<file path="src/rtl/ex_unidad_riesgos_fwd_pkg.sv">
// Shared encodings for the ID-stage hazard/forwarding unit.
// Holds the operand-mux select codes and the stall FSM state type.
package haz_pkg;

    localparam logic [2:0] MUX_REGFILE = 3'b000;
    localparam logic [2:0] MUX_EX_MEM  = 3'b001;
    localparam logic [2:0] MUX_MEM_WB  = 3'b010;
    localparam logic [2:0] MUX_WB_HOLD = 3'b011;

    typedef enum logic {
        IDLE  = 1'b0,
        STALL = 1'b1
    } haz_state_t;

endpackage

</file>
<file path="src/rtl/ex_unidad_riesgos_fwd_if.sv">
// Pipeline-side bundle of the hazard/forwarding unit (ID operands, producer info, selects, stalls).
// Defining HAZ_PERF_CNT_EN adds the o_cnt_stall / o_cnt_fwd performance counters.
interface ex_unidad_riesgos_fwd_if #(
    parameter int NPORTS  = 2,
    parameter int RNBITS  = 5,
    parameter int MUXBITS = 3
);
    logic                      i_hold;
    logic                      i_flush;
    logic [NPORTS*RNBITS-1:0]  i_id_src;
    logic [NPORTS-1:0]         i_id_uses;
    logic                      i_ID_EX_RegWrite;
    logic                      i_ID_EX_MemRead;
    logic [RNBITS-1:0]         i_ID_EX_Rd;
    logic                      i_EX_MEM_RegWrite;
    logic [RNBITS-1:0]         i_EX_MEM_Rd;
    logic                      i_MEM_WB_RegWrite;
    logic [RNBITS-1:0]         i_MEM_WB_Rd;
    logic [NPORTS*MUXBITS-1:0] o_mux_operandos;
    logic                      o_stall_pc;
    logic                      o_stall_if_id;
    logic                      o_bubble_id_ex;
`ifdef HAZ_PERF_CNT_EN
    logic [31:0]               o_cnt_stall;
    logic [31:0]               o_cnt_fwd;

    modport master (
        output i_hold, i_flush, i_id_src, i_id_uses,
               i_ID_EX_RegWrite, i_ID_EX_MemRead, i_ID_EX_Rd,
               i_EX_MEM_RegWrite, i_EX_MEM_Rd, i_MEM_WB_RegWrite, i_MEM_WB_Rd,
        input  o_mux_operandos, o_stall_pc, o_stall_if_id, o_bubble_id_ex,
               o_cnt_stall, o_cnt_fwd
    );
    modport slave (
        input  i_hold, i_flush, i_id_src, i_id_uses,
               i_ID_EX_RegWrite, i_ID_EX_MemRead, i_ID_EX_Rd,
               i_EX_MEM_RegWrite, i_EX_MEM_Rd, i_MEM_WB_RegWrite, i_MEM_WB_Rd,
        output o_mux_operandos, o_stall_pc, o_stall_if_id, o_bubble_id_ex,
               o_cnt_stall, o_cnt_fwd
    );
`else
    modport master (
        output i_hold, i_flush, i_id_src, i_id_uses,
               i_ID_EX_RegWrite, i_ID_EX_MemRead, i_ID_EX_Rd,
               i_EX_MEM_RegWrite, i_EX_MEM_Rd, i_MEM_WB_RegWrite, i_MEM_WB_Rd,
        input  o_mux_operandos, o_stall_pc, o_stall_if_id, o_bubble_id_ex
    );
    modport slave (
        input  i_hold, i_flush, i_id_src, i_id_uses,
               i_ID_EX_RegWrite, i_ID_EX_MemRead, i_ID_EX_Rd,
               i_EX_MEM_RegWrite, i_EX_MEM_Rd, i_MEM_WB_RegWrite, i_MEM_WB_Rd,
        output o_mux_operandos, o_stall_pc, o_stall_if_id, o_bubble_id_ex
    );
`endif
endinterface

</file>
<file path="src/rtl/ex_unidad_riesgos_fwd_sel.sv">
// One source operand's forwarding comparator: picks the nearest matching producer
// and flags a match against a load sitting in EX.
module ex_fwd_sel_port
    import haz_pkg::*;
#(
    parameter int RNBITS  = 5,
    parameter int MUXBITS = 3
) (
    input  logic [RNBITS-1:0]  i_src,
    input  logic               i_use,
    input  logic               i_ex_we,
    input  logic               i_ex_load,
    input  logic [RNBITS-1:0]  i_ex_rd,
    input  logic               i_mem_we,
    input  logic [RNBITS-1:0]  i_mem_rd,
    input  logic               i_wb_we,
    input  logic [RNBITS-1:0]  i_wb_rd,
    output logic [MUXBITS-1:0] o_sel,
    output logic               o_load_match
);
    logic w_valid;

    // r0 is hard-wired zero, so a zero source never needs a forwarded value.
    assign w_valid = i_use && (i_src != '0);

    always_comb begin
        o_sel = MUXBITS'(MUX_REGFILE);
        if (w_valid) begin
            if (i_ex_we && (i_ex_rd == i_src))
                o_sel = MUXBITS'(MUX_EX_MEM);
            else if (i_mem_we && (i_mem_rd == i_src))
                o_sel = MUXBITS'(MUX_MEM_WB);
            else if (i_wb_we && (i_wb_rd == i_src))
                o_sel = MUXBITS'(MUX_WB_HOLD);
        end
    end

    assign o_load_match = w_valid && i_ex_we && i_ex_load && (i_ex_rd == i_src);

endmodule

</file>
<file path="src/rtl/ex_unidad_riesgos_fwd.sv">
// Hazard + forwarding unit between ID and EX: registered per-port operand selects and load-use stall FSM.
// Optional: define HAZ_PERF_CNT_EN for saturating stall/forward performance counters.
module ex_unidad_riesgos_fwd
    import haz_pkg::*;
#(
    parameter int NPORTS   = 2,
    parameter int RNBITS   = 5,
    parameter int MUXBITS  = 3,
    parameter int LOAD_LAT = 1
) (
    input  logic                   i_clk,
    input  logic                   i_rst_n,
    ex_unidad_riesgos_fwd_if.slave bus
);
    // The detection cycle is already the first bubble, so STALL covers only the remaining LOAD_LAT-1.
    localparam haz_state_t HAZ_NEXT = (LOAD_LAT > 1) ? STALL : IDLE;
    localparam logic [2:0] CNT_INIT = (LOAD_LAT > 1) ? 3'(LOAD_LAT - 2) : 3'd0;

    logic [NPORTS*MUXBITS-1:0] w_sel;
    logic [NPORTS*MUXBITS-1:0] w_sel_nxt;
    logic [NPORTS*MUXBITS-1:0] r_sel;
    logic [NPORTS-1:0]         w_load_match;
    haz_state_t                r_state;
    haz_state_t                w_state_nxt;
    logic [2:0]                r_cnt;
    logic [2:0]                w_cnt_nxt;
    logic                      w_flush;
    logic                      w_hazard;
    logic                      w_stall;

    for (genvar k = 0; k < NPORTS; k++) begin : g_port
        ex_fwd_sel_port #(
            .RNBITS  (RNBITS),
            .MUXBITS (MUXBITS)
        ) u_port (
            .i_src        (bus.i_id_src[k*RNBITS +: RNBITS]),
            .i_use        (bus.i_id_uses[k]),
            .i_ex_we      (bus.i_ID_EX_RegWrite),
            .i_ex_load    (bus.i_ID_EX_MemRead),
            .i_ex_rd      (bus.i_ID_EX_Rd),
            .i_mem_we     (bus.i_EX_MEM_RegWrite),
            .i_mem_rd     (bus.i_EX_MEM_Rd),
            .i_wb_we      (bus.i_MEM_WB_RegWrite),
            .i_wb_rd      (bus.i_MEM_WB_Rd),
            .o_sel        (w_sel[k*MUXBITS +: MUXBITS]),
            .o_load_match (w_load_match[k])
        );
    end

    // A held pipeline ignores flush; otherwise flush beats any stall.
    assign w_flush  = bus.i_flush && !bus.i_hold;
    assign w_hazard = (r_state == IDLE) && (|w_load_match);

    always_ff @(posedge i_clk or negedge i_rst_n) begin
        if (!i_rst_n) begin
            r_state <= IDLE;
            r_cnt   <= 3'd0;
            r_sel   <= '0;
        end else if (!bus.i_hold) begin
            r_state <= w_state_nxt;
            r_cnt   <= w_cnt_nxt;
            r_sel   <= w_sel_nxt;
        end
    end

    always_comb begin
        w_state_nxt = r_state;
        w_cnt_nxt   = r_cnt;
        if (w_flush) begin
            w_state_nxt = IDLE;
            w_cnt_nxt   = 3'd0;
        end else begin
            case (r_state)
                IDLE: begin
                    if (w_hazard) begin
                        w_state_nxt = HAZ_NEXT;
                        w_cnt_nxt   = CNT_INIT;
                    end
                end
                STALL: begin
                    if (r_cnt == 3'd0)
                        w_state_nxt = IDLE;
                    else
                        w_cnt_nxt = r_cnt - 3'd1;
                end
                default: begin
                    w_state_nxt = IDLE;
                    w_cnt_nxt   = 3'd0;
                end
            endcase
        end
    end

    always_comb begin
        w_stall   = i_rst_n && !w_flush && (w_hazard || (r_state == STALL));
        w_sel_nxt = (w_stall || w_flush) ? '0 : w_sel;
    end

    assign bus.o_mux_operandos = r_sel;
    assign bus.o_stall_pc      = w_stall;
    assign bus.o_stall_if_id   = w_stall;
    assign bus.o_bubble_id_ex  = w_stall;

`ifdef HAZ_PERF_CNT_EN
    logic [31:0] r_cnt_stall;
    logic [31:0] r_cnt_fwd;

    always_ff @(posedge i_clk or negedge i_rst_n) begin
        if (!i_rst_n) begin
            r_cnt_stall <= '0;
            r_cnt_fwd   <= '0;
        end else if (!bus.i_hold) begin
            if (w_stall && (r_cnt_stall != '1))
                r_cnt_stall <= r_cnt_stall + 32'd1;
            if ((|w_sel_nxt) && (r_cnt_fwd != '1))
                r_cnt_fwd <= r_cnt_fwd + 32'd1;
        end
    end

    assign bus.o_cnt_stall = r_cnt_stall;
    assign bus.o_cnt_fwd   = r_cnt_fwd;
`endif

endmodule

</file>
<file path="src/flat_wrapper.sv">
// flat-port wrapper written by rule: the top's interface ports become plain ports
module ex_unidad_riesgos_fwd_flat import haz_pkg::*;
#(
    parameter int NPORTS   = 2,
    parameter int RNBITS   = 5,
    parameter int MUXBITS  = 3,
    parameter int LOAD_LAT = 1
)
  (i_clk, i_rst_n, bus_i_hold, bus_i_flush, bus_i_id_src, bus_i_id_uses, bus_i_ID_EX_RegWrite, bus_i_ID_EX_MemRead, bus_i_ID_EX_Rd, bus_i_EX_MEM_RegWrite, bus_i_EX_MEM_Rd, bus_i_MEM_WB_RegWrite, bus_i_MEM_WB_Rd, bus_o_mux_operandos, bus_o_stall_pc, bus_o_stall_if_id, bus_o_bubble_id_ex);
  ex_unidad_riesgos_fwd_if #(.NPORTS(NPORTS), .RNBITS(RNBITS), .MUXBITS(MUXBITS)) bus_i ();
  input  logic i_clk;
  input  logic i_rst_n;
  input wire logic [$bits(bus_i.i_hold)-1:0] bus_i_hold;
  input wire logic [$bits(bus_i.i_flush)-1:0] bus_i_flush;
  input wire logic [$bits(bus_i.i_id_src)-1:0] bus_i_id_src;
  input wire logic [$bits(bus_i.i_id_uses)-1:0] bus_i_id_uses;
  input wire logic [$bits(bus_i.i_ID_EX_RegWrite)-1:0] bus_i_ID_EX_RegWrite;
  input wire logic [$bits(bus_i.i_ID_EX_MemRead)-1:0] bus_i_ID_EX_MemRead;
  input wire logic [$bits(bus_i.i_ID_EX_Rd)-1:0] bus_i_ID_EX_Rd;
  input wire logic [$bits(bus_i.i_EX_MEM_RegWrite)-1:0] bus_i_EX_MEM_RegWrite;
  input wire logic [$bits(bus_i.i_EX_MEM_Rd)-1:0] bus_i_EX_MEM_Rd;
  input wire logic [$bits(bus_i.i_MEM_WB_RegWrite)-1:0] bus_i_MEM_WB_RegWrite;
  input wire logic [$bits(bus_i.i_MEM_WB_Rd)-1:0] bus_i_MEM_WB_Rd;
  output wire logic [$bits(bus_i.o_mux_operandos)-1:0] bus_o_mux_operandos;
  output wire logic [$bits(bus_i.o_stall_pc)-1:0] bus_o_stall_pc;
  output wire logic [$bits(bus_i.o_stall_if_id)-1:0] bus_o_stall_if_id;
  output wire logic [$bits(bus_i.o_bubble_id_ex)-1:0] bus_o_bubble_id_ex;
  assign bus_i.i_hold = bus_i_hold;
  assign bus_i.i_flush = bus_i_flush;
  assign bus_i.i_id_src = bus_i_id_src;
  assign bus_i.i_id_uses = bus_i_id_uses;
  assign bus_i.i_ID_EX_RegWrite = bus_i_ID_EX_RegWrite;
  assign bus_i.i_ID_EX_MemRead = bus_i_ID_EX_MemRead;
  assign bus_i.i_ID_EX_Rd = bus_i_ID_EX_Rd;
  assign bus_i.i_EX_MEM_RegWrite = bus_i_EX_MEM_RegWrite;
  assign bus_i.i_EX_MEM_Rd = bus_i_EX_MEM_Rd;
  assign bus_i.i_MEM_WB_RegWrite = bus_i_MEM_WB_RegWrite;
  assign bus_i.i_MEM_WB_Rd = bus_i_MEM_WB_Rd;
  assign bus_o_mux_operandos = bus_i.o_mux_operandos;
  assign bus_o_stall_pc = bus_i.o_stall_pc;
  assign bus_o_stall_if_id = bus_i.o_stall_if_id;
  assign bus_o_bubble_id_ex = bus_i.o_bubble_id_ex;
  ex_unidad_riesgos_fwd #(.NPORTS(NPORTS), .RNBITS(RNBITS), .MUXBITS(MUXBITS), .LOAD_LAT(LOAD_LAT)) u_core (.i_clk(i_clk), .i_rst_n(i_rst_n), .bus(bus_i));
endmodule
</file>
<file path="config.mk">
export PLATFORM = sky130hd
export DESIGN_NAME = ex_unidad_riesgos_fwd_flat
export DESIGN_NICKNAME = d
export VERILOG_FILES = /design/src/rtl/ex_unidad_riesgos_fwd_pkg.sv /design/src/rtl/ex_unidad_riesgos_fwd_if.sv /design/src/rtl/ex_unidad_riesgos_fwd_sel.sv /design/src/rtl/ex_unidad_riesgos_fwd.sv /design/src/flat_wrapper.sv
export SDC_FILE = /design/constraint.sdc
export NUM_CORES = 1
export LEC_CHECK = 0
export ABC_AREA = 1
export ABC_CLOCK_PERIOD_IN_PS = 2800
export BUFFER_PORTS_ARGS = -buffer_cell sky130_fd_sc_hd__buf_2
export CORE_ASPECT_RATIO = 1.2
export CORE_MARGIN = 4
export CORE_UTILIZATION = 52
export CTS_BUF_LIST = sky130_fd_sc_hd__clkbuf_16
export CTS_CLUSTER_SIZE = 20
export DETAILED_ROUTE_END_ITERATION = 8
export PLACE_DENSITY = 0.9
export SLEW_MARGIN = 10
export SYNTH_ARGS = -nofsm -noshare
export SYNTH_HDL_FRONTEND = slang
export SYNTH_SLANG_ARGS = --single-unit
</file>
<file path="constraint.sdc">
create_clock -name i_clk -period 2.8 [get_ports i_clk]
set_input_delay 0 -clock i_clk [delete_from_list [all_inputs] [get_ports i_clk]]
set_output_delay 0 -clock i_clk [all_outputs]
set_load 0.1 [all_outputs]
</file>
; Word level (Yosys, flattened, before mapping)
; Cells that the tools add are included.
; W data, S select, Z words.
[op_classes]
add_sub_neg = 1
n_eq_ne = 8
muxes = 16
n_bitwise = 2
reduce_logical = 27
[ops]
columns = cell, count
row1 = $eq A5 B5 Y1, 6
row2 = $logic_and A1 B1 Y1, 18
row3 = $mux W2, 8
row4 = $reduce_bool A5 Y1, 2
row5 = $mux W3, 3
row6 = $pmux W3 S2, 1
row7 = $mux W5, 1
row8 = $logic_not A3 Y1, 1
row9 = $ne A3 B1 Y1 const B, 1
row10 = $ne A3 B3 Y1 const B, 1
row11 = $reduce_and A3 Y1, 1
row12 = $sub A3 B1 Y3 const B, 1
row13 = $logic_not A1 Y1, 2
row14 = $logic_or A1 B1 Y1, 2
row15 = $mux W1, 2
row16 = $not A1 Y1, 2
row17 = $pmux W1 S2, 1
row18 = $reduce_or A2 Y1, 1
[totals]
reg_bits = 10
inputBits = 35
out_inout_bits = 9
elab_cells = 57

; Logic depth before layout (Yosys ltp)
; Gate-level depths: netlist (run 1).
[logic_depth]
depth_word = 11
ltp_mapped = 11
depth_no_buf = 11

; By module
; From an unflattened synthesis (run 1), not the netlist that was laid out.
[unflattened]
hier_cells = 215
hier_area_um2 = 1181.1
[modules_own_cells]
columns = module, instances, cells_per_inst, area_per_inst_um2, seq_area_each_um2
row1 = ex_fwd_sel_port, 2, 72, 317.8, 0.0
row2 = ex_unidad_riesgos_fwd, 1, 71, 545.5, 250.2

; Least setup slack after synthesis (run 1)
; OpenSTA, ideal clock, no wires.
[synth_path]
path_kind = input to output
startpoint = input port bus_i_ID_EX_Rd[0]
endpoint = output port bus_o_stall_if_id
arrival_time_ns = 1.648
required_time_ns = 2.800
path_slack_ns = 1.152
cell_stages = 11
path_buffers = 1
path_cell_list = inv_1 nand2_1 nand2_1 nor2_4 nand3_2 nor2_2 nor2_2 nand2_1 nand2_2 inv_1 buf_4
[synth_between]
elab_chain_len = 6
elab_cells_between_ends = 8
classes_between = eq/ne (2) / reduce/logical (6)
[synth_rtl]
columns = element, line
row1 = "start, declared", flat_wrapper.sv:19  ; input wire logic [$bits(bus_i.i_ID_EX_Rd)-1:0] bus_i_ID_EX_Rd;
row2 = $eq A5 B5 Y1, ex_unidad_riesgos_fwd_sel.sv:38  ; assign o_load_match = w_valid && i_ex_we && i_ex_load && (i_ex_rd == i_src);
row3 = $logic_and A1 B1 Y1, ex_unidad_riesgos_fwd_sel.sv:38
row4 = $reduce_or A2 Y1 *, ex_unidad_riesgos_fwd.sv:52  ; assign w_hazard = (r_state == IDLE) && (|w_load_match);
row5 = $logic_and A1 B1 Y1 *, ex_unidad_riesgos_fwd.sv:52
row6 = $logic_or A1 B1 Y1 *, ex_unidad_riesgos_fwd.sv:95  ; w_stall = i_rst_n && !w_flush && (w_hazard || (r_state == STALL));
row7 = $logic_and A1 B1 Y1 *, ex_unidad_riesgos_fwd.sv:95
row8 = "end, declared", flat_wrapper.sv:26  ; output wire logic [$bits(bus_i.o_stall_if_id)-1:0] bus_o_stall_if_id;
; Mark *: on every way between the ends. The rest lies on a longest branch, timed or not.

; Worst setup path in the final report (run 1)
[layout_path]
startpoint = input port i_rst_n
endpoint = output port bus_o_bubble_id_ex
[layout_between]
elab_chain_len = 2
[layout_rtl]
columns = element, line
row1 = "start, declared", flat_wrapper.sv:12  ; input logic i_rst_n;
row2 = $logic_and A1 B1 Y1 (2 in series), ex_unidad_riesgos_fwd.sv:95
row3 = "end, declared", flat_wrapper.sv:27  ; output wire logic [$bits(bus_i.o_bubble_id_ex)-1:0] bus_o_bubble_id_ex;
; Every way passes these cells.

==> results of run 1 <==
==> through the flow <==
stage | cells | power, mW | hold slack, ns
after floorplan | 203 | 0.217 | -0.296
after global placement | 269 | 0.266 | -0.150
after detailed placement | 269 | 0.268 | -0.147
after CTS | 273 | 0.514 | 0.0749
after global routing | 273 | 0.541 | 0.0969
final | 273 | 0.513 | 0.0702
==> worst max-delay path: stages <==
cell and delay, ns:
dlygate4sd3_1 0.54, buf_2 0.24, inv_1 0.07, nor2_1 0.12, nand2_2 0.10, inv_1 0.09
buf_2 0.43
==> worst max-delay path by stage <==
stage | to | depth (start not counted) | slack [ns] | startpoint
global placement | bus_o_bubble_id_ex | 11 | 1.47 | bus_i_id_src[8]
detailed placement | bus_o_stall_if_id | 11 | 1.44 | bus_i_id_src[8]
finish | bus_o_bubble_id_ex | 7 | 1.20 | i_rst_n
floorplan | bus_o_stall_if_id | 11 | 1.15 | bus_i_ID_EX_Rd[0]
global route | bus_o_bubble_id_ex | 7 | 1.07 | i_rst_n
CTS | bus_o_stall_if_id | 7 | 1.22 | i_rst_n
==> per-layer routing <==
metal  global-route usage  vias up  wire length [um]
met5                    0        -                 0
met2                0.377       40              1470
li1                     -      693                 -
met4              0.00791        0                 0
met1                0.285      536              1240
met3               0.0582        0               187
==> final cells by class <==
type,instances,area share
Clock buffer,3,0.0536
Inverter,37,0.0992
Multi-Input combinational cell,153,0.524
Sequential cell,8,0.143
Timing Repair Buffer,42,0.154
Tap cell,30,0.0268
==> report_power, final <==
group / internal [mW] / switching, mW
combinational: 0.0513 / 0.0992
clock: 0.185 / 0.0600
sequential: 0.117 / 0.000500
total: 0.353 / 0.160
==> registers in the layout (all words and copies together) (netlist names) <==
signal                      flops
u_core.bus.o_mux_operandos      4
u_core.r_cnt                    3
u_core.r_state                  1
==> synth_stat cells (all sizes together) <==
cell	number
xnor2	6
inv	37
a21oi	5
dfrtp	8
nand2	74
nand3	16
a21boi	1
buf	5
nand3b	2
ha	2
o21ai	12
a31oi	1
conb	1
nor2	29
nand4	3
==> placed cells by master, fill, tap and decap left out <==
cell type	n
nor2_4	1
nand2_2	3
nand3b_1	2
o21ai_0	8
nand3_2	3
a31oi_1	1
nand3_1	13
o21ai_1	4
clkbuf_16	3
ha_1	2
inv_2	10
nor2_1	22
nand4_1	3
buf_2	41
inv_1	27
nor2_2	6
dfrtp_1	8
nand2_1	71
conb_1	2
xnor2_1	6
a21oi_1	4
dlygate4sd3_1	1
a21boi_1	1
a21oi_2	1
==> cell families after synthesis <==
| logic type | Yosys count | share of synthesized area |
|---|---|---|
| buf+inv | 42 | 0.158 |
| other cells | 1 | 0.00340 |
| compound gates | 19 | 0.0930 |
| flops | 8 | 0.181 |
| xor+xnor | 6 | 0.0476 |
| simple gates | 124 | 0.494 |
| fa+ha+maj | 2 | 0.0227 |
==> results.md, run 1 <==
- Status: finished, final reports clean
- Final #Nets: 282
- Reg-to-reg endpoint: u_core.r_cnt[0]
- Die width: 50.1 um
- Antenna Cells: 0
- Final worst path period share: 0.570
- Endpoint type of the worst setup path: output pin
- Hold_buf cts: 1
- Final-report hold violation count: 0
- Vias: 1269
- Final Cell Area: 1400 sq um
- Worst-path fanout max: 9
- FF-to-FF path depth: 8
- Avg Inst Size Synth: 5.46 sq um
- Worst EP arrival: 1.60 ns
- Residual DRC count: 0
- Ranking of synthesized cells by area: nand2_1 24%, dfrtp_1 18%, inv_1 9.2%
- Pin count of the biggest net entering global routing: 10
- Yosys cell types: 23
- Vias/cell: 4.65
- Min Tclk post-route: 1.60 ns
- WL/cell: 10.6 um
- PortBufs: 41
- Area Overhead vs Synth: 26.9%
- Detail Route Antenna Nets: 0
- Sink Count: 8
- Startpoint Class: input pin
- Register area: 200 sq um
- WL final: 2900 um
- Core Area: 2050 sq um
- CP required: 2.80 ns
- DP Wirelength: 2320 um
- Final setup violation count: 0
- P per Cell Area: 366 nW/um^2
- Placed cell area: 1320 sq um
- FMAX: 627 MHz
- Post-synthesis sequential area ratio: 0.181
- Layout Skew: 0.00782 ns
- Hold WC Path Type: input pin to register
- Root Buffer: clkbuf_16
- RSZ-0062 raised after global routing: no
- Worst Min Path Start: bus_i_hold
- Vias in the first global route: 1152
- P_leak: 0.852 nW
- Setup_tns: 0 ns
- CTS tree: built
- Initial antenna violation count: 0
- Post-synth top area cell: nand2_1
- Postcts setup bufs: 0
- Setup slack at placement: 1.44 ns
- Die area: 2930 sq um
- Num CTS Buffers: 3
- Crit Path Class: input pin to output pin
- Yosys top cell area share: 0.241
- WHS Path Cells: 3
- Die height: 58.5 um
- Post-Syn Area: 1100 sq um
- Fill count: 215
- GRT Util Overall: 0.218
- Row Count: 18
- Area of the multi-input gates: 733 sq um
- Maxcap violations: 0
- Synth warnings: 0
- R2R Setup Slk: 1.35 ns
- First-pass GRT wire length: 4960 um
- Total gr overflow: 0
- Final Max Tran Viols: 0
- Hold Path End: u_core.bus.o_mux_operandos[4]
- Total number of H-tree levels: 1
- Setup ws final: 1.20 ns
- Top Ports: 44
- Share of layout cells above drive strength 1: 0.280
- DRT iter0 DRCs: 22
- First drt pass iteration count: 4
- Clock Pin Slew Worst Setup and Hold Paths: 0.03 ns
- Worst skew pair latency: 0.24 ns
- Final Util: 0.683
- Resized Gates After CTS: 0
- Starting density of the core: 0.538
- RR Startpoint: u_core.r_cnt[0]
- Peak supply drop: 0.704 mV
- RePlAce Congestion: 0.842
- CTS max path bufs: 2
- Synth Register Bits: 8
- Synth Instances: 202
Power figures use the tool's default switching activity.
==> run 2, diff against run 1 <==
--- a/config.mk
+++ b/config.mk
@@ -5,16 +5,16 @@
 export SDC_FILE = /design/constraint.sdc
 export NUM_CORES = 1
 export LEC_CHECK = 0
-export ABC_AREA = 1
-export ABC_CLOCK_PERIOD_IN_PS = 2800
+export ABC_AREA = 0
+export ABC_CLOCK_PERIOD_IN_PS = 1400
 export BUFFER_PORTS_ARGS = -buffer_cell sky130_fd_sc_hd__buf_2
 export CORE_ASPECT_RATIO = 1.2
 export CORE_MARGIN = 4
-export CORE_UTILIZATION = 52
+export CORE_UTILIZATION = 42
 export CTS_BUF_LIST = sky130_fd_sc_hd__clkbuf_16
 export CTS_CLUSTER_SIZE = 20
 export DETAILED_ROUTE_END_ITERATION = 8
-export PLACE_DENSITY = 0.9
+export PLACE_DENSITY = 0.81
 export SLEW_MARGIN = 10
 export SYNTH_ARGS = -nofsm -noshare
 export SYNTH_HDL_FRONTEND = slang
==> constraint.sdc (replaced) <==
create_clock -name i_clk -period 1.4 [get_ports i_clk]
set_input_delay 0 -clock i_clk [delete_from_list [all_inputs] [get_ports i_clk]]
set_output_delay 0 -clock i_clk [all_outputs]
set_load 0.1 [all_outputs]
==> results.md, run 2 <==
- Status: complete, but fails checks
- Failing checks: negative setup slack
- Peak supply drop: 0.546 mV (-22%)
- Yosys cell types: 33 (+43%)
- DP Wirelength: 2450 um (+5.4%)
- CTS tree: built
- Setup slack at placement: -0.0630 ns (-1.50 ns)
- Endpoint type of the worst setup path: register
- Residual DRC count: 0 (unchanged)
- GRT Util Overall: 0.205 (-0.0128)
- Area Overhead vs Synth: 55.1%
- Multiplexer share of the synthesized area: 0 (unchanged)
- Ranking of synthesized cells by area: xor2_1 22%, dfrtp_1 21%, xnor2_1 5.4%
- Post-synthesis compound-gate area fraction: 0.221 (+0.128)
- Final #Nets: 212 (-25%)
- WL/cell: 14.4 um (+36%)
- Antenna Cells: 0 (unchanged)
- Length of routed met2 wiring: 1640 um (+11%)
- FMAX: 704 MHz
- Layout Skew: 0.00354 ns (-0.00428 ns)
- Fraction of registers with async set/reset: 1.00 (unchanged)
- RePlAce Congestion: 0.874 (+3.9%)
- Root Buffer: clkbuf_16
- Post-synth top area cell: xor2_1
- Starting density of the core: 0.455 (-0.0835)
- Min Tclk post-route: 1.42 ns
- Synth Flop Type: dfrtp_1
- Crit Path Class: register to register
- Detail Route Antenna Nets: 0 (unchanged)
- Sink Count: 8 (unchanged)
- Top Ports: 44 (unchanged)
- FF-to-FF path depth: 7 (-1)
- Met1 WL: 1020 um (-17%)
- Share of layout cells above drive strength 1: 0.443 (+0.163)
- Row Count: 18 (unchanged)
- First drt pass iteration count: 4 (unchanged)
- Post-Syn Area: 973 sq um (-12%)
- Fraction of synthesized cell area in xor and xnor cells: 0.270 (+0.222)
- Die area: 3150 sq um (+7.8%)
- P per Cell Area: 832 nW/um^2 (+130%)
- Placed cell area: 1340 sq um (+1.7%)
- Worst skew pair latency: 0.24 ns (about the same)
- Top Metal Used: met4
- Startpoint Class: register
- Vias in the first global route: 1237 (+7.4%)
- Worst-path fanout max: 4 (-5)
- First-pass GRT wire length: 4810 um (-3.1%)
- Vias/cell: 5.43 (+17%)
- Synth Instances: 117 (-42%)
- Initial antenna violation count: 0 (unchanged)
- P_leak: 0.673 nW (-21%)
- WL final: 2940 um (+1.6%)
- Most frequent cell after synthesis: xor2_1
- Synth cell count leaders: 24 x xor2_1, 8 x dfrtp_1, 7 x nand2_1, 7 x nor4_1, 7 x o21ai_0
- Final Cell Area: 1510 sq um (+7.9%)
- Number of synthesized flops with an enable pin: 0 (unchanged)
- Total gr overflow: 0 (unchanged)
- DRT iter0 DRCs: 12 (-45%)
- Die height: 60.7 um (+3.9%)
- Area of the multi-input gates: 785 sq um (+7.0%)
- Vias: 1108 (-13%)
- Commonest non-fill, non-tap cell in the layout: buf_2
- Core Area: 2140 sq um (+4.4%)
- Max FFs per register: 4 (unchanged)
- PortBufs: 41 (unchanged)
- Synth warnings: 0 (unchanged)
- Final worst path period share: 1.01
- Setup ws final: -0.0207 ns (-1.23 ns)
- Final Max Tran Viols: 0 (unchanged)
- Dominant combinational cell family by area after synthesis: XOR/XNOR gates
- Register area: 203 sq um (+1.2%)
- Die width: 51.9 um (+3.8%)
- Maxcap violations: 0 (unchanged)
- Post-synthesis sequential area ratio: 0.206 (+0.0242)
- Avg Inst Size Synth: 8.32 sq um (+52%)
- Post-synthesis adder-cell area fraction: 0.0257 (+0.00303)
- Leading cell types in the layout, fill and taps excluded: 35 x buf_2, 24 x xor2_1, 15 x buf_4, 7 x nor4_1, 7 x nand2_1
- Synth Register Bits: 8 (unchanged)
- Pin count of the biggest net entering global routing: 16 (+6)
- Met3 WL: 201 um (+7.5%)
- RSZ-0062 raised after global routing: yes
- Total number of H-tree levels: 1 (unchanged)
- Yosys top cell area share: 0.216 (-0.0256)
- WHS Path Cells: 3 (unchanged)
- Fill count: 174 (-19%)
- Final setup violation count: 4 (+4)
- CP required: 1.52 ns (-1.28 ns)
- Num CTS Buffers: 3 (unchanged)
- Post-Synth Simple-Gate Area: 0.224 (-0.271)
- Hold WC Path Type: input pin to register
- Worst EP arrival: 1.54 ns (-0.06 ns)
- CTS max path bufs: 2 (unchanged)
- Clock Pin Slew Worst Setup and Hold Paths: 0.04 ns (about the same)
- Final-report hold violation count: 0 (unchanged)
[run 2: cell types whose count changed after synthesis, sizes merged, moves of 3 or more]
cell / previous run / this run
nand4: 3 / 0
xor2: 0 / 24
a31o: 0 / 3
nor4: 0 / 8
o21ai: 12 / 9
nand3: 16 / 4
nor2: 29 / 5
nand2: 74 / 7
nor3: 0 / 3
inv: 37 / 4
[run 2: repair_timing]
action,in CTS,in global routing
gates cloned,0,0
setup buffers,3,1
pin swaps,6,4
hold endpoints to repair,8,0
resized for setup,12,3
setup endpoints to repair,6,10
hold buffers,1,0
[run 2: worst paths after layout]
path	startpoint	to	slack (ns)
min	bus_i_hold	u_core.bus.o_mux_operandos[1]	0.14
max	u_core.r_cnt[1]	u_core.r_cnt[1]	-0.02
max reg2reg	u_core.r_cnt[1]	u_core.r_cnt[1]	-0.02
min reg2reg	u_core.bus.o_mux_operandos[1]	u_core.bus.o_mux_operandos[1]	0.49
min in group asynchronous	i_rst_n	u_core.r_state	0.33
max in group asynchronous	i_rst_n	u_core.bus.o_mux_operandos[3]	0.78
[run 2: cell families after synthesis]
kind of cell | count (synthesis)
flip-flops | 8
AND/OR/NAND/NOR | 38
other | 1
adder cells (fa/ha/maj) | 2
XOR/XNOR | 30
AO/OA/AOI/OAI | 29
buffers and inverters | 9
[run 2: routing by layer]
metal	global-route usage	up-vias
li1	-	531
met1	0.185	523
met5	0	-
met4	0.139	0
met2	0.402	47
met3	0.0418	7
[run 2: critical path, cell delays in order, from the launching register on]
cell and delay [ns]:
dfrtp_1 0.36, inv_2 0.06, ha_4 0.15, nor2b_4 0.13, a21o_1 0.19, a21oi_2 0.14
o21ai_1 0.08, a31o_1 0.19
[run 2: layout make-up]
class                           count  share of cell area
Clock buffer                        3              0.0497
Clock inverter                      1             0.00249
Inverter                            4             0.00994
Multi-Input combinational cell    101               0.519
Sequential cell                     8               0.134
Tap cell                           30              0.0249
Timing Repair Buffer               57               0.259
[run 2: report_power, final]
group | total, mW | leakage [nW] | switching [mW] | internal (mW)
Combinational | 0.464 | 0.528 | 0.246 | 0.217
Sequential | 0.294 | 0.102 | 0.0340 | 0.260
Clock | 0.499 | 0.0423 | 0.126 | 0.373
Total | 1.26 | 0.673 | 0.406 | 0.851
[run 2: per-stage QoR]
| step | TNS, ns | total power [mW] | util | cells | hold WS [ns] |
|---|---|---|---|---|---|
| final | -0.0605 | 1.26 | 0.706 | 204 | 0.136 |
| after global routing | -0.372 | 1.31 | 0.706 | 204 | 0.160 |
| after CTS | -0.0908 | 1.25 | 0.700 | 203 | 0.134 |
| after detailed placement | -0.338 | 0.711 | 0.625 | 195 | -0.0727 |
| after global placement | -0.000256 | 0.684 | 0.625 | 195 | -0.0716 |
| after floorplan | -0.818 | 0.533 | - | 118 | -0.296 |
==> run 3, diff against run 2 <==
--- a/config.mk
+++ b/config.mk
@@ -15,6 +15,7 @@
 export CTS_CLUSTER_SIZE = 20
 export DETAILED_ROUTE_END_ITERATION = 8
 export PLACE_DENSITY = 0.81
+export SKIP_CTS_REPAIR_TIMING = 1
 export SLEW_MARGIN = 10
 export SYNTH_ARGS = -nofsm -noshare
 export SYNTH_HDL_FRONTEND = slang
==> results.md, run 3 (same netlist as run 2, synthesis figures left out) <==
- Status: complete, but fails checks
- Failing checks: negative setup slack
- RSZ-0062 raised after global routing: yes
- RR Startpoint: u_core.r_cnt[0]
- Worst stage delay on the critical path: 0.36 ns (about the same)
- WHS Path Cells: 3 (unchanged)
- DRT iter0 DRCs: 13 (+1)
- Final worst path period share: 1.03 (+0.0185)
- Final #Nets: 210 (-0.94%)
- WL/cell: 14.5 um (+0.58%)
- Total gr overflow: 0 (unchanged)
- Final Cell Area: 1500 sq um (-0.99%)
- Residual DRC count: 0 (unchanged)
- Max FFs per register: 4 (unchanged)
- Setup slack at placement: -0.0630 ns (unchanged)
- Peak supply drop: 0.510 mV (-6.7%)
- Leading cell types in the layout, fill and taps excluded: 35 x buf_2, 24 x xor2_1, 13 x buf_4, 7 x nor4_1, 7 x nand2_1
- Die height: 60.7 um (unchanged)
- First drt pass iteration count: 5 (+1)
- Worst-path fanout max: 4 (unchanged)
- Hold WC Path Type: input pin to register
- FF-to-FF path depth: 7 (unchanged)
- Worst EP arrival: 1.57 ns (+0.03 ns)
- Placed cell area: 1340 sq um (unchanged)
- Setup_tns: -0.111 ns (-0.0506 ns)
- Slowest CP cell: dfrtp_1
- Die area: 3150 sq um (unchanged)
- Share of layout cells above drive strength 1: 0.442 (-0.000668)
- Final Max Tran Viols: 0 (unchanged)
- WL final: 2930 um (-0.41%)
- RePlAce Congestion: 0.874 (unchanged)
- Critical-path cell list: inv_2 -> ha_2 -> nor2b_4 -> a21o_1 -> a21oi_2 -> o21ai_1 -> a31o_1
- CTS tree: built
- Final setup violation count: 5 (+1)
- Worst Min Path Start: bus_i_MEM_WB_RegWrite
- CP required: 1.52 ns (about the same)
- CP Launch Point: u_core.r_cnt[0]
- Total number of H-tree levels: 1 (unchanged)
- Area Overhead vs Synth: 53.6%
- Antenna Cells: 0 (unchanged)
- Row Count: 18 (unchanged)
- Hold Slack: 0.138 ns (+0.00251 ns)
- Sink Count: 8 (unchanged)
- Clock Pin Slew Worst Setup and Hold Paths: 0.04 ns (about the same)
- Pin count of the biggest net entering global routing: 16 (unchanged)
- Startpoint Class: register
- Detail Route Antenna Nets: 0 (unchanged)
- GRT Util Overall: 0.202 (-0.00308)
- P per Cell Area: 835 nW/um^2 (+0.32%)
- CTS max path bufs: 2 (unchanged)
- Final Util: 0.699 (-0.00702)
- Worst skew pair latency: 0.24 ns (about the same)
- Min Tclk post-route: 1.45 ns (+0.0260 ns)
- Layout Skew: 0.00363 ns (+0.0000916 ns)
- Top Ports: 44 (unchanged)
- Setup ws final: -0.0466 ns (-0.0260 ns)
- Die width: 51.9 um (unchanged)
- Vias in the first global route: 1198 (-3.2%)
- Endpoint type of the worst setup path: register
- Initial antenna violation count: 0 (unchanged)
- Maxcap violations: 0 (unchanged)
- First-pass GRT wire length: 4730 um (-1.7%)
- PortBufs: 41 (unchanged)
- P_leak: 0.668 nW (-0.75%)
- DP Wirelength: 2450 um (unchanged)
- Crit Path Class: register to register
- Num CTS Buffers: 3 (unchanged)
- Commonest non-fill, non-tap cell in the layout: buf_2
- FMAX: 691 MHz (-1.8%)
- Final-report hold violation count: 0 (unchanged)
- Starting density of the core: 0.455 (unchanged)
- Vias: 1114 (+0.54%)
- Vias/cell: 5.51 (+1.5%)
- Root Buffer: clkbuf_16
- Core Area: 2140 sq um (unchanged)
run 3: final timing paths:
kind                                                 end  slack, ns
min in group asynchronous                 u_core.r_state       0.34
max in group asynchronous  u_core.bus.o_mux_operandos[3]       0.78
min                        u_core.bus.o_mux_operandos[1]       0.14
max                                      u_core.r_cnt[0]      -0.05
min reg2reg                u_core.bus.o_mux_operandos[1]       0.49
max reg2reg                              u_core.r_cnt[0]      -0.05
run 3: layout make-up:
cell class	instances	area (sq um)
clock buffers	3	75.1
clock inverters	1	3.75
multi-input cells	101	785
fillers	179	644
flip-flops and latches	8	203
well taps	30	37.5
inverters	4	15.0
repair buffers	55	377
run 3: worst max-delay path, delay by kind of cell, from the launching register on:
kind,cells,cell delay (ns)
AOI/OAI and AO/OA,4,0.62
adders and majority gates,1,0.18
DFF,1,0.36
and+or+nand+nor,1,0.13
buffers and inverters,1,0.05
run 3: metrics by stage:
step	power, mW	std cells
3_3_place_gp	0.684	195
6_report	1.25	202
5_1_grt	1.31	202
3_5_place_dp	0.711	195
2_1_floorplan	0.533	118
4_1_cts	1.21	199
run 3: power breakdown:
| part | internal [mW] | switching [mW] | total, mW |
|---|---|---|---|
| clock network | 0.373 | 0.125 | 0.498 |
| logic | 0.213 | 0.246 | 0.458 |
| registers | 0.260 | 0.0315 | 0.292 |
| total | 0.846 | 0.402 | 1.25 |
run 3: layer usage:
layer	global-route usage	wire [um]	vias to the layer above
met1	0.180	997	526
met2	0.406	1660	53
met3	0.0418	233	6
met4	0.120	43	0
met5	0	0	-
li1	-	-	529
